### config.mk
export PLATFORM = sky130hd
export DESIGN_NAME = pll_reset_sequencer
export DESIGN_NICKNAME = d
export VERILOG_FILES = /design/src/rtl/pll_ctrl_pkg.sv /design/src/rtl/sync2.sv /design/src/rtl/pll_reset_sequencer.sv
export SDC_FILE = /design/constraint.sdc
export NUM_CORES = 1
export LEC_CHECK = 0
export CAP_MARGIN = 30
export CELL_PAD_IN_SITES_DETAIL_PLACEMENT = 0
export CELL_PAD_IN_SITES_GLOBAL_PLACEMENT = 1
export CORE_ASPECT_RATIO = 0.7
export CORE_MARGIN = 4
export CORE_UTILIZATION = 45
export DETAILED_ROUTE_END_ITERATION = 10
export PLACE_DENSITY_LB_ADDON = 0.1
export RECOVER_POWER = 100
export SKIP_CTS_REPAIR_TIMING = 1
export SLEW_MARGIN = 20
export SYNTH_ARGS = -nofsm -noshare
export SYNTH_HDL_FRONTEND = slang
export SYNTH_HIERARCHICAL = 1
export SYNTH_SLANG_ARGS = --single-unit
### constraint.sdc
create_clock -name clk -period 4.35 [get_ports clk]
set_input_delay 1.305 -clock clk [delete_from_list [all_inputs] [get_ports clk]]
set_output_delay 1.305 -clock clk [all_outputs]
set_load 0.01 [all_outputs]
### src/rtl/pll_ctrl_pkg.sv
// Shared types and constants for PLL-driven reset sequencing.
// Default window lengths match the gb3 top-level clocking.
package pll_ctrl_pkg;

    typedef enum logic [2:0] {
        WAIT_LOCK  = 3'd0,
        STABLE     = 3'd1,
        REL_PERIPH = 3'd2,
        RUN        = 3'd3,
        DRAIN      = 3'd4
    } pll_state_e;

    localparam int GB3_LOCK_CYCLES = 1024;
    localparam int GB3_STAGE_GAP   = 16;

    function automatic int max_int(input int a, input int b);
        return (a > b) ? a : b;
    endfunction

endpackage

### src/rtl/sync2.sv
// Generic two-flop synchronizer for a single asynchronous bit.
// Both stages clear to 0 on reset.
module sync2 (
    input  logic clk,
    input  logic rst_n,
    input  logic d,
    output logic q
);

    logic meta;

    always_ff @(posedge clk or negedge rst_n) begin
        if (!rst_n) begin
            meta <= 1'b0;
            q    <= 1'b0;
        end else begin
            meta <= d;
            q    <= meta;
        end
    end

endmodule

### src/rtl/pll_reset_sequencer.sv
// Staged peripheral/core reset release gated on a stable PLL lock.
// Lock loss or a soft request re-asserts both resets.
module pll_reset_sequencer
    import pll_ctrl_pkg::*;
#(
    parameter int LOCK_CYCLES = GB3_LOCK_CYCLES,
    parameter int STAGE_GAP   = GB3_STAGE_GAP,
    parameter int RELOCK_W    = 8
) (
    input  logic                clk,
    input  logic                rst_n,
    input  logic                pll_locked,
    input  logic                soft_rst_req,
    output logic                periph_rst_n,
    output logic                core_rst_n,
    output logic                sys_ready,
    output logic [RELOCK_W-1:0] relock_count,
    output logic [2:0]          state
);

    localparam int CNT_W =
        $clog2(max_int(LOCK_CYCLES, STAGE_GAP));
    localparam logic [CNT_W-1:0] LOCK_LAST =
        CNT_W'(LOCK_CYCLES - 1);
    localparam logic [CNT_W-1:0] GAP_LAST =
        CNT_W'(STAGE_GAP - 1);

    logic             lock_s;
    pll_state_e       state_q;
    pll_state_e       state_d;
    logic [CNT_W-1:0] cnt_q;
    logic             lost;
    logic             cnt_en;
    logic             periph_d;
    logic             core_d;

    sync2 u_lock_sync (
        .clk   (clk),
        .rst_n (rst_n),
        .d     (pll_locked),
        .q     (lock_s)
    );

    always_ff @(posedge clk or negedge rst_n) begin
        if (!rst_n) begin
            state_q      <= WAIT_LOCK;
            cnt_q        <= '0;
            relock_count <= '0;
            periph_rst_n <= 1'b0;
            core_rst_n   <= 1'b0;
            sys_ready    <= 1'b0;
        end else begin
            state_q      <= state_d;
            periph_rst_n <= periph_d;
            core_rst_n   <= core_d;
            sys_ready    <= core_d;
            if (state_d != state_q)
                cnt_q <= '0;
            else if (cnt_en)
                cnt_q <= cnt_q + 1'b1;
            if (lost && (relock_count != '1))
                relock_count <= relock_count + 1'b1;
        end
    end

    // Lock loss outranks a soft request, which outranks the counter.
    always_comb begin
        state_d = state_q;
        lost    = 1'b0;
        unique case (state_q)
            WAIT_LOCK: begin
                if (lock_s)
                    state_d = STABLE;
            end
            STABLE: begin
                if (!lock_s)
                    state_d = WAIT_LOCK;
                else if (cnt_q == LOCK_LAST)
                    state_d = REL_PERIPH;
            end
            REL_PERIPH: begin
                if (!lock_s) begin
                    state_d = WAIT_LOCK;
                    lost    = 1'b1;
                end else if (cnt_q == GAP_LAST) begin
                    state_d = RUN;
                end
            end
            RUN: begin
                if (!lock_s) begin
                    state_d = WAIT_LOCK;
                    lost    = 1'b1;
                end else if (soft_rst_req) begin
                    state_d = DRAIN;
                end
            end
            DRAIN: begin
                if (!lock_s) begin
                    state_d = WAIT_LOCK;
                    lost    = 1'b1;
                end else if (cnt_q == GAP_LAST) begin
                    state_d = REL_PERIPH;
                end
            end
            default: state_d = WAIT_LOCK;
        endcase
    end

    always_comb begin
        cnt_en   = 1'b0;
        periph_d = 1'b0;
        core_d   = 1'b0;
        unique case (1'b1)
            (state_q == STABLE),
            (state_q == REL_PERIPH),
            (state_q == DRAIN): cnt_en = 1'b1;
            default:            cnt_en = 1'b0;
        endcase
        unique case (1'b1)
            (state_d == RUN): begin
                periph_d = 1'b1;
                core_d   = 1'b1;
            end
            (state_d == REL_PERIPH): periph_d = 1'b1;
            default:                 periph_d = 1'b0;
        endcase
    end

    assign state = state_q;

endmodule

Yosys cells after proc, flatten, opt, wreduce, memory -nomap -nowiden
Cells that the tools add are included.
{ "word_totals": {"ff_bits": 25, "latch_bits": 0, "ram_bits": 0, "romBits": 0, "input_bits": 4, "output_inout_bits": 14, "wordCells": 42, "n_memories": 0} }
{ "op_classes": {"add_sub_neg": 2, "mul": 0, "div_mod_pow": 0, "n_lt_le_gt_ge": 0, "eq_ne": 10, "shifts": 0, "muxes": 17, "bitwise": 0, "reduce_logical": 6} }
{ "op_table": {"columns": ["cell", "count"], "rows": [
  ["$mux 3", 9],
  ["$mux 10", 2],
  ["$pmux 3 s5", 1],
  ["$eq 3x2->1 const B", 4],
  ["$add 10x1->10 const B", 1],
  ["$eq 10x10->1 const B", 1],
  ["$eq 10x4->1 const B", 1],
  ["$add 8x1->8 const B", 1],
  ["$ne 8x8->1 const B", 1],
  ["$reduce_or 3->1", 2],
  ["$mux 1", 5],
  ["$eq 3x1->1 const B", 1],
  ["$eq 3x3->1 const B", 1],
  ["$logic_not 3->1", 1],
  ["$ne 3x3->1", 1],
  ["$reduce_bool 2->1", 1],
  ["$reduce_or 2->1", 1],
  ["$logic_and 1x1->1", 1]
]} }

Logic depth before layout (Yosys ltp)
{ "logic_depth": {"word_depth": 7, "ltp_mapped": 6, "mapped_depth_nobuf": 5} }

Hierarchy
Netlist, hierarchy kept.
{ "modules_own_cells": {"columns": ["module", "n_inst", "cells_each", "area_each_um2", "seq_area_each_um2"], "rows": [
  ["pll_reset_sequencer", 1, 128, 1305.0, 575.6],
  ["sync2", 1, 2, 50.0, 50.0]
]} }

Worst setup path after synthesis
No wires, ideal clock.
{ "synth_path": {"kind": "input port to flip-flop", "from": "in soft_rst_req", "to": "reg cnt_q[0]", "setup_ns": 0.161, "arrival_ns": 1.975, "required_time_ns": 4.189, "path_slack_ns": 2.214, "cell_stages": 4, "path_buffers": 0, "cell_sequence": "nand2_1 -> o2bb2ai_1 -> o32ai_1 -> nor3_1"} }
{ "synth_via": {"elab_chain_cells": 5, "elab_cells_between_ends": 6, "cone_classes": "1 x eq/ne; 4 x mux; 1 x reduce/logical"} }
{ "synth_rtl": {"columns": ["item", "line", "text"], "rows": [
  ["start, declared", "pll_reset_sequencer.sv:13", "input logic soft_rst_req,"],
  ["$mux 3 (*)", "pll_reset_sequencer.sv:93", "end else if (soft_rst_req) begin"],
  ["$mux 3 (*)", "pll_reset_sequencer.sv:90", "if (!lock_s) begin"],
  ["$pmux 3 s5 (*)", "pll_reset_sequencer.sv:70", "unique case (state_q)"],
  ["$ne 3x3->1 (*)", "pll_reset_sequencer.sv:57", "if (state_d != state_q)"],
  ["$mux 10 / $reduce_bool 2->1 (equally long branches)", null, null],
  ["end signal, assigned", "pll_reset_sequencer.sv:60", "cnt_q <= cnt_q + 1'b1;"],
  ["end, declared", "pll_reset_sequencer.sv:31", "logic [CNT_W-1:0] cnt_q;"]
]} }
Every way passes the cells marked *; elsewhere a longest branch is shown, timed or not.
A chain may end at the register's enable or synchronous reset.

Worst setup path after layout
Ends and elaborated chain as after synthesis.

==> qor.csv <==
stage;metric;value;unit
synthesis;synth.largest_area_cell;dfrtp_1;
setup_path;worst_setup_path_end_kind;flip-flop;
sta;max-slew-margin-rel;-0.07489;
setup_path;worst_ep_arrival_time;3440;ps
detailed_routing;wl;2.798;mm
power_and_ir_drop;powerDensity;250.9;mW/mm^2
run_status;violations;max-capacitance violations, max-slew violations;
synthesis;ys_top_cells_by_area;dfrtp_1, a211oi_1, xnor2_1, o31ai_1, or4_1;
sta;clock.fmax;0.2982;GHz
hold_path;hold_path_class;reg -> reg;
power_and_ir_drop;power_frac_seq;0.600;
placement;port_buffers;17;
finish;nets;155;
synthesis;syn-num-nets;136;
cts;cts_tree;built;
synthesis;netlist_area;0.001355;sq mm
sta;hold_violations;0;
power_and_ir_drop;power;399.0;uW
global_route;antenna_found_initial;0;
cts;clockBufferDepth;2;
die;io_pins;18;
detailed_routing;routedWlPerCell;15.21;um
global_route;grt_pass1_vias;1017;
power_and_ir_drop;p_int;308.6;uW
setup_path;worst-path-max-fanout;10;
placement;dpl.hpwl;1.997;mm
run;cap_violations;1;
sta;setup_viol;0;
power_and_ir_drop;p_clk_frac;0.343;
detailed_routing;via_per_inst;5.957;
cts;clock-sinks;25;
synthesis;synth_common_cells;dfrtp_1, a211oi_1;
setup_path;crit_required;4440;ps
finish;n_fill_cell;238;
cts;clkTransAtPathRegs;90;ps
synthesis;ys_seq_elements;25;
synthesis;synth_ff_type;dfrtp_1;
detailed_routing;postRouteAntennaNets;0;
synthesis;synth-edff-count;0;
sta;setup_tns;0;ps
synthesis;synth_top_area_share;0.4617;
setup_path;startpoint_type;primary input;
sta;finClkSkew;6.804;ps
die;die_y;53.91;um
finish;area.growth.synth_to_final;17.36;%
sta;rsz0062_at_grt;no;
global_route;grt_max_degree;26;
synthesis;synthArstFlopShare;1.000;
cts;root_buffer;clkbuf_8;
synthesis;syn_inst;130;
global_route;overflow;0;
synthesis;avgSynthCellArea;10.42;sq um
synthesis;yosysSeqAreaShare;0.4617;
power_and_ir_drop;swShare;0.2267;
finish;antenna_cells;0;
synthesis;yosys_warnings;6;
sta;tightest_slew;1598;ps
detailed_routing;drt_first_pass_iters;4;
cts;h-tree-depth;1;
sta;drv_slew;11;
synthesis;yosysMostFrequentCell;dfrtp_1;
global_route;grt_pass1_wl;4.712;mm
power_and_ir_drop;leakage;0.6504;nW
cts;clkLatencyLatePin;270;ps
global_route;grt.total_usage;0.1575;
finish;drive_gt1_frac;0.06081;
power_and_ir_drop;ir_worst_vdd;183.7;uV
setup_path;path_class;in -> reg;
die;die_x;73.59;um
run_status;status;complete, but fails checks;
cts;cts_buffers;3;
detailed_routing;drc;0;
detailed_routing;dr_total_vias;1096;
sta;fin_crit;3354;ps
die;design.die.area;0.003967;sq mm
die;core;0.002843;sq mm
die;rows;16;
die;start_util;0.4767;
detailed_routing;initialDrtViolationCount;85;
power_and_ir_drop;p_switching;90.48;uW
power_and_ir_drop;combPwrFrac;0.057;
placement;gp_congestion;0.7624;
synthesis;synthDistinctLibCells;42;
sta;post-route-period-util;0.7709;
## worst paths after layout
check	from	endpoint	slack [ps]	cells past startpoint
max in group asynchronous	rst_n	relock_count[6]	1720	2
min in group asynchronous	rst_n	cnt_q[0]	1850	2
worst min-delay path	u_lock_sync/meta	u_lock_sync/q	360	0
worst min register to register	u_lock_sync/meta	u_lock_sync/q	360	0
worst max-delay path	soft_rst_req	cnt_q[0]	1000	4
worst max register to register	cnt_q[4]	cnt_q[0]	1360	4
## layout by cell type, fill, tap and decap left out, types with 3 or more instances in the layout
cell           instances
and3_1                 3
clkbuf_8               3
nand2_1                6
nand3_1                6
nor3_1                 3
dfrtp_1               25
nand3b_1               3
o32ai_1                3
a211oi_1               8
o21ai_0                6
nor2_1                 5
dlygate4sd3_1         17
xor2_1                 3
o31ai_1                5
or3_1                  3
inv_1                  5
nand4_1                5
or4_1                  5
xnor2_1                6
## layout make-up
type,instances,area [sq um],area share
Clock buffer,4,45.04,0.02832
Inverter,5,18.77,0.01180
Sequential cell,25,625.6,0.3934
Timing Repair Buffer,18,173.9,0.1094
Tap cell,36,45.04,0.02832
Multi-Input combinational cell,96,681.9,0.4288
## worst max-delay path, stage by stage
cell           delay, ps
dlygate4sd3_1        610
nor3_1                70
nor4_1              1300
nor3_1               160
## state kept, by name (all words and copies together) (netlist names)
register	flops
u_lock_sync/meta	1
u_lock_sync/q	1
periph_rst_n	1
sys_ready	1
cnt_q	10
state	3
relock_count	8
## kinds of logic after synthesis
kind of cell             synth area share
multiplexers                      0.02401
AND/OR/NAND/NOR                    0.2484
adder cells (fa/ha/maj)           0.01846
XOR/XNOR                          0.05817
flip-flops                         0.4617
AO/OA/AOI/OAI                      0.1598
buffers and inverters             0.02955
## per-stage QoR
step | std cells | utilization | instance area, sq um | hold slack, ps | setup WS [ps]
3_5_place_dp | 180 | 0.5502 | 1564 | 338.6 | 1526
3_3_place_gp | 180 | 0.5475 | 1556 | 332.9 | 1442
6_report | 184 | 0.5594 | 1590 | 356.2 | 996.5
4_1_cts | 184 | 0.5660 | 1609 | 355.5 | 1557
5_1_grt | 184 | 0.5594 | 1590 | 368.0 | 827.7
2_1_floorplan | 130 | - | 1355 | 331.2 | 2214
## power by group through the flow
stage / registers [mW] / logic, mW / clock network (mW)
floorplan: 0.242 / 0.0138 / 0
global placement: 0.244 / 0.0240 / 0
detailed placement: 0.244 / 0.0254 / 0
CTS: 0.240 / 0.0253 / 0.143
global route: 0.240 / 0.0258 / 0.154
finish: 0.240 / 0.0226 / 0.137
## metal layers
metal	track usage	wire length, um
met1	0.2155	1467
met3	0.04851	134
met4	0.06928	42
met2	0.2294	1154
met5	0	0
No activity file was read; power rests on OpenSTA's default activity.
